--- src/rtl/alphamission_video_pkg.sv ---
// Shared definitions for the Alpha Mission video-board bus logic.
package alphamission_video_pkg;

  typedef enum logic [2:0] {
    IDLE,
    REG,
    WAIT_SLOT,
    ACC_SETUP,
    ACC_STROBE,
    ACC_CAPT,
    ACK
  } back1_bus_state_t;

  localparam logic [1:0] B1_REG_SCRY = 2'd0;
  localparam logic [1:0] B1_REG_SCRX = 2'd1;
  localparam logic [1:0] B1_REG_CTRL = 2'd2;

  localparam logic [7:0] B1_BUS_IDLE = 8'hFF;

  function automatic logic [7:0] b1_ctrl_byte(input logic [1:0] bank,
                                              input logic       x8,
                                              input logic       y8);
    return {4'h0, bank, x8, y8};
  endfunction

endpackage

--- src/rtl/back1_cpu_bus_master.sv ---
// CPU initiator for the Back1 shared video bus: scroll/control registers and slot-gated VRAM access.
// Build option BACK1_BUS_READ_EN enables VRAM reads and control-register readback.
module back1_cpu_bus_master
  import alphamission_video_pkg::*;
#(
  parameter int VRAM_AW  = 12,
  parameter int SLOT_MIN = 3
) (
  input  logic               clk,
  input  logic               RESET,
  input  logic               cpu_req,
  input  logic               cpu_wr,
  input  logic [12:0]        cpu_addr,
  input  logic [7:0]         cpu_din,
  output logic [7:0]         cpu_dout,
  output logic               cpu_ack,
  input  logic               V_C,
  input  logic [7:0]         VD_in,
  output logic [7:0]         VD_out,
  output logic [VRAM_AW-1:0] VA,
  output logic               BACK1_VRAM_CSn,
  output logic               VRD,
  output logic               VWE,
  output logic               VOE,
  output logic               VDG,
  output logic               B1SY,
  output logic               B1SX,
  output logic               B1Y8,
  output logic               B1X8,
  output logic [1:0]         B1_TILEBANK
);

`ifdef BACK1_BUS_READ_EN
  localparam bit READ_EN = 1'b1;
`else
  localparam bit READ_EN = 1'b0;
`endif

  // Setup, strobe and capture each need one V_C-high cycle.
  if (SLOT_MIN < 3) begin : g_slot_check
    $error("SLOT_MIN too small for setup/strobe/capture");
  end
  if (VRAM_AW > 12) begin : g_aw_check
    $error("VRAM_AW exceeds the CPU VRAM window");
  end

  back1_bus_state_t state_q;
  logic [11:0]      addr_q;
  logic [7:0]       data_q;
  logic             wr_q;

  logic [11:0]      rq_addr_d;
  logic [7:0]       rq_data_d;
  logic             rq_wr_d;
  logic             go_setup;
  logic             release_bus;

  // In IDLE the request is taken straight from the CPU pins so an access can start on the sampling edge.
  always_comb begin
    rq_addr_d = addr_q;
    rq_data_d = data_q;
    rq_wr_d   = wr_q;
    if (state_q == IDLE) begin
      rq_addr_d = cpu_addr[11:0];
      rq_data_d = cpu_din;
      rq_wr_d   = cpu_wr;
    end
  end

  assign go_setup = V_C && ((state_q == WAIT_SLOT) ||
                            ((state_q == IDLE) && cpu_req && !cpu_addr[12] &&
                             (cpu_wr || READ_EN)));

  // Leaving the strobe phase, normally or because the slot was withdrawn.
  assign release_bus = ((state_q == ACC_SETUP) && !V_C) || (state_q == ACC_STROBE);

  always_ff @(posedge clk) begin
    if (RESET) begin
      state_q        <= IDLE;
      addr_q         <= '0;
      data_q         <= B1_BUS_IDLE;
      wr_q           <= 1'b0;
      cpu_ack        <= 1'b0;
      cpu_dout       <= B1_BUS_IDLE;
      VD_out         <= B1_BUS_IDLE;
      VA             <= '0;
      BACK1_VRAM_CSn <= 1'b1;
      VRD            <= 1'b0;
      VWE            <= 1'b1;
      VOE            <= 1'b1;
      VDG            <= 1'b1;
      B1SY           <= 1'b0;
      B1SX           <= 1'b0;
      B1Y8           <= 1'b0;
      B1X8           <= 1'b0;
      B1_TILEBANK    <= 2'b00;
    end else begin
      cpu_ack <= 1'b0;
      B1SY    <= 1'b0;
      B1SX    <= 1'b0;

      case (state_q)
        IDLE: begin
          if (cpu_req) begin
            addr_q <= cpu_addr[11:0];
            data_q <= cpu_din;
            wr_q   <= cpu_wr;
            if (!cpu_wr && !READ_EN) begin
              state_q  <= ACK;
              cpu_ack  <= 1'b1;
              cpu_dout <= B1_BUS_IDLE;
            end else if (cpu_addr[12]) begin
              state_q <= REG;
              if (cpu_wr) begin
                case (cpu_addr[1:0])
                  B1_REG_SCRY: begin
                    VD_out <= cpu_din;
                    B1SY   <= 1'b1;
                  end
                  B1_REG_SCRX: begin
                    VD_out <= cpu_din;
                    B1SX   <= 1'b1;
                  end
                  B1_REG_CTRL: begin
                    B1Y8        <= cpu_din[0];
                    B1X8        <= cpu_din[1];
                    B1_TILEBANK <= cpu_din[3:2];
                  end
                  default: ;
                endcase
              end
            end else begin
              state_q <= WAIT_SLOT;
            end
          end
        end
        REG: begin
          state_q <= ACK;
          cpu_ack <= 1'b1;
          VD_out  <= B1_BUS_IDLE;
          if (!wr_q) begin
            cpu_dout <= (addr_q[1:0] == B1_REG_CTRL) ?
                        b1_ctrl_byte(B1_TILEBANK, B1X8, B1Y8) : B1_BUS_IDLE;
          end
        end
        WAIT_SLOT: ;
        ACC_SETUP: begin
          if (!V_C) begin
            state_q <= WAIT_SLOT;
          end else begin
            state_q <= ACC_STROBE;
            VWE     <= !wr_q;
          end
        end
        ACC_STROBE: begin
          if (!V_C) begin
            state_q <= WAIT_SLOT;
          end else begin
            state_q <= ACC_CAPT;
            if (!wr_q) cpu_dout <= VD_in;
          end
        end
        ACC_CAPT: begin
          state_q <= ACK;
          cpu_ack <= 1'b1;
        end
        ACK:     state_q <= IDLE;
        default: state_q <= IDLE;
      endcase

      if (release_bus) begin
        BACK1_VRAM_CSn <= 1'b1;
        VRD            <= 1'b0;
        VWE            <= 1'b1;
        VOE            <= 1'b1;
        VDG            <= 1'b1;
        VD_out         <= B1_BUS_IDLE;
      end

      if (go_setup) begin
        state_q        <= ACC_SETUP;
        VA             <= rq_addr_d[VRAM_AW-1:0];
        BACK1_VRAM_CSn <= 1'b0;
        VDG            <= 1'b0;
        VRD            <= rq_wr_d;
        VOE            <= rq_wr_d;
        VD_out         <= rq_wr_d ? rq_data_d : B1_BUS_IDLE;
      end
    end
  end

endmodule
--- config.mk ---
export PLATFORM = sky130hd
export DESIGN_NAME = back1_cpu_bus_master
export DESIGN_NICKNAME = d
export VERILOG_FILES = /design/src/rtl/alphamission_video_pkg.sv /design/src/rtl/back1_cpu_bus_master.sv
export SDC_FILE = /design/constraint.sdc
export NUM_CORES = 1
export LEC_CHECK = 0
export ABC_AREA = 1
export CAP_MARGIN = 5
export CORE_ASPECT_RATIO = 1.2
export CORE_MARGIN = 5
export CORE_UTILIZATION = 44
export CTS_CLUSTER_DIAMETER = 60
export DETAILED_ROUTE_END_ITERATION = 6
export PLACE_DENSITY = 0.74
export SYNTH_ARGS = -nofsm -noshare
export SYNTH_HDL_FRONTEND = slang
export SYNTH_SLANG_ARGS = --single-unit
--- constraint.sdc ---
create_clock -name clk -period 1.35 [get_ports clk]
set_input_delay 0.135 -clock clk [delete_from_list [all_inputs] [get_ports clk]]
set_output_delay 0.135 -clock clk [all_outputs]
set_load 0.03 [all_outputs]
==> out/results.ini <==
[power_and_ir_drop]
p_total_mw = 10.38
power_leakage_nw = 2.167
peakVddDrop_mv = 1.086
p_per_area_nw_per_um2 = 2248

[synthesis]
ys.flop_type = dfxtp_1
ys_async_sr_fraction_pct = 0
yosys_register_bits = 63
syn_nets = 478
synth_warnings = 0
syn_inst = 444
yosysUniqueCellTypes = 31
yosysSeqAreaShare_pct = 42.00
synth_area_um2 = 3003
synth_edf_count = 0
avgSynthCellArea_um2 = 6.763

[routing]
drt-total-wl_mm = 8.926
post_drt_wl_per_cell_um = 13.71
drt_first_iter_violations = 185
first_pass_iters = 5
antenna_left = 0
vias = 3289
drc_errors = 0
post_drt_via_cell_ratio = 5.052

[critical_path]
r2r_slack_ps = -200
cp.required_ps = 1640
path_class = reg2reg
crit-reg2reg-launch = state_q[0]$_SDFFE_PP0P_
reg2reg_to = VD_out[3]$_SDFFE_PP1P_
start_kind = register
worstSetupEndpointType = register
worstPathMaxFanout = 8
r2r_cells = 11
cp.arrival_ps = 1840

[timing]
rsz0062_at_grt = yes
finalCritPeriodShare_pct = 115.2
hold_ws_ps = 369.9
maxSlewHeadroom_pct = 77.88
fin_skew_ps = 10.83
hold_violations = 0
worst_pin_slew_ps = 329.0
fin_tns_setup_ps = -3926
layout_setup_ws_ps = -205.0
finalSetupViolations = 53
max_freq_mhz = 643.1
maxSlewViolCount = 0
finalCriticalPeriod_ps = 1555

[place]
place_inst = 625
postPlaceCellArea_um2 = 4093
io_buffers = 73
gp_congestion = 0.9007
dp_slack_ps = -307.4
post-dp-hpwl_mm = 6.049

[clock_network]
cts.clk_slew.worst_paths_ps = 70
numClockSinks = 63
clk_latency_ps = 350
clockBufferDepth = 2
tritoncts = yes
postCtsHoldBufs = 0
clock-root-buffer = clkbuf_8
htreeDepth = 3
cts_made_buffers = 9

[layout]
final_util_pct = 68.62
fin_cells = 651
antenna_cells = 0
final_cell_mix = 141 x nand2_1, 60 x dfxtp_1, 40 x dlygate4sd2_1, 34 x buf_4
drive_above_1_share_pct = 22.34
postLayoutCellArea_um2 = 4618
layout_commonest_cell = nand2_1
finalNetCount = 593
area_growth_pct = 53.79

[min_path]
worst_hold_path.endpoint = addr_q[8]$_SDFFE_PP0N_
min_path_type = in2reg
hold_depth = 3
holdCritStartpoint = cpu_addr[8]

[floorplanning]
core_um2 = 6730
io_pins = 74
die-height_um = 100.5
start_util_pct = 44.62
rows = 33
dieArea_um2 = 8584
chipWidth_um = 85.42

[global_route]
overflow = 0
grt_max_degree = 46
grt_pass1_wl_mm = 14.49
antenna_found_initial = 0
grt_pass1_vias = 3065
grt_usage_pct = 21.06

[outcome]
violations = setup timing
status = finished with violations

[run]
drv_cap = 0

==> report_power, final <==
part / switching, mW / internal (mW) / leakage (nW)
logic: 3.45 / 2.44 / 1.54
clock network: 0.752 / 1.09 / 0.110
registers: 0.282 / 2.37 / 0.520
==> registers in the layout, summed over array words and instances (netlist names) <==
| register | flops |
|---|---|
| VDG | 1 |
| B1_TILEBANK | 2 |
| state_q | 3 |
| cpu_dout | 8 |
| B1SX | 1 |
| wr_q | 1 |
| addr_q | 12 |
| B1X8 | 1 |
| VOE | 1 |
| VWE | 1 |
| cpu_ack | 1 |
| B1Y8 | 1 |
| VA | 12 |
| VRD | 1 |
| VD_out | 8 |
| data_q | 8 |
| B1SY | 1 |
==> metal layers <==
metal,track usage (%),part of all wire [%]
met1,26.17,42
met2,34.15,49
met3,4.988,5.8
met4,10.35,3.2
met5,0,0
==> worst max-delay path, stage by stage (launching register included) <==
cell     delay (ps)
dfxtp_4         370
nor2_4          190
nand2_2         130
buf_6           150
buf_6           130
nand2_1          80
o21ai_2          60
nand2_1          70
nand3_1          90
nand2_1          90
nand2_1          50
nand2_1          70
==> logic make-up (layout without fill, tap and decap cells) <==
family,after synthesis,count (layout),share of synthesized area (%)
simple gates,235,236,33.46
buf+inv,66,185,9.625
compound gates,80,80,14.92
flops,63,63,42.00
==> how the worst max path moves through the flow <==
stage	start	end	slack (ps)	cells past startpoint
2_1_floorplan	state_q[0]$_SDFFE_PP0P_	VOE$_SDFFE_PP1P_	-100	8
3_3_place_gp	cpu_req	VD_out[7]$_SDFFE_PP1P_	-310	8
3_5_place_dp	cpu_wr	VD_out[3]$_SDFFE_PP1P_	-310	8
4_1_cts	state_q[0]$_SDFFE_PP0P_	VD_out[3]$_SDFFE_PP1P_	-160	9
5_1_grt	state_q[0]$_SDFFE_PP0P_	VD_out[3]$_SDFFE_PP1P_	-290	10
6_report	state_q[0]$_SDFFE_PP0P_	VD_out[3]$_SDFFE_PP1P_	-200	11
==> cells in the mapped netlist (2+ instances only) <==
master	count	area share, %
o211ai_1	8	2.0
nand4_1	2	0.42
buf_6	3	1.1
nand3b_1	8	2.0
o21ai_0	30	5.0
nand2_1	149	19
dfxtp_1	63	42
nor2_1	33	4.1
inv_1	36	4.5
o21ai_1	15	2.5
clkbuf_1	8	1.0
nand2_2	4	0.83
buf_4	2	0.50
a21oi_1	21	3.5
nor4_1	2	0.42
buf_2	9	1.5
inv_2	5	0.63
nand3_1	31	5.2
clkinv_1	3	0.37
==> what timing repair did <==
item,CTS,global route
setup buffers,7,1
endpoints found under the setup margin,98,61
gates cloned,1,1
pin swaps,17,7
gates resized for setup,110,23
hold endpoints to repair,0,0
==> layout make-up <==
cell class	count	area [um^2]
sequential	63	1270
clock inverter	5	81.33
multi-input combinational	316	1662
clock buffer	11	141.4
inverter	44	177.7
timing repair buffer	125	1177
tap	87	108.9
fill	568	2112
Note: power is estimated with default switching activity, not from simulation.
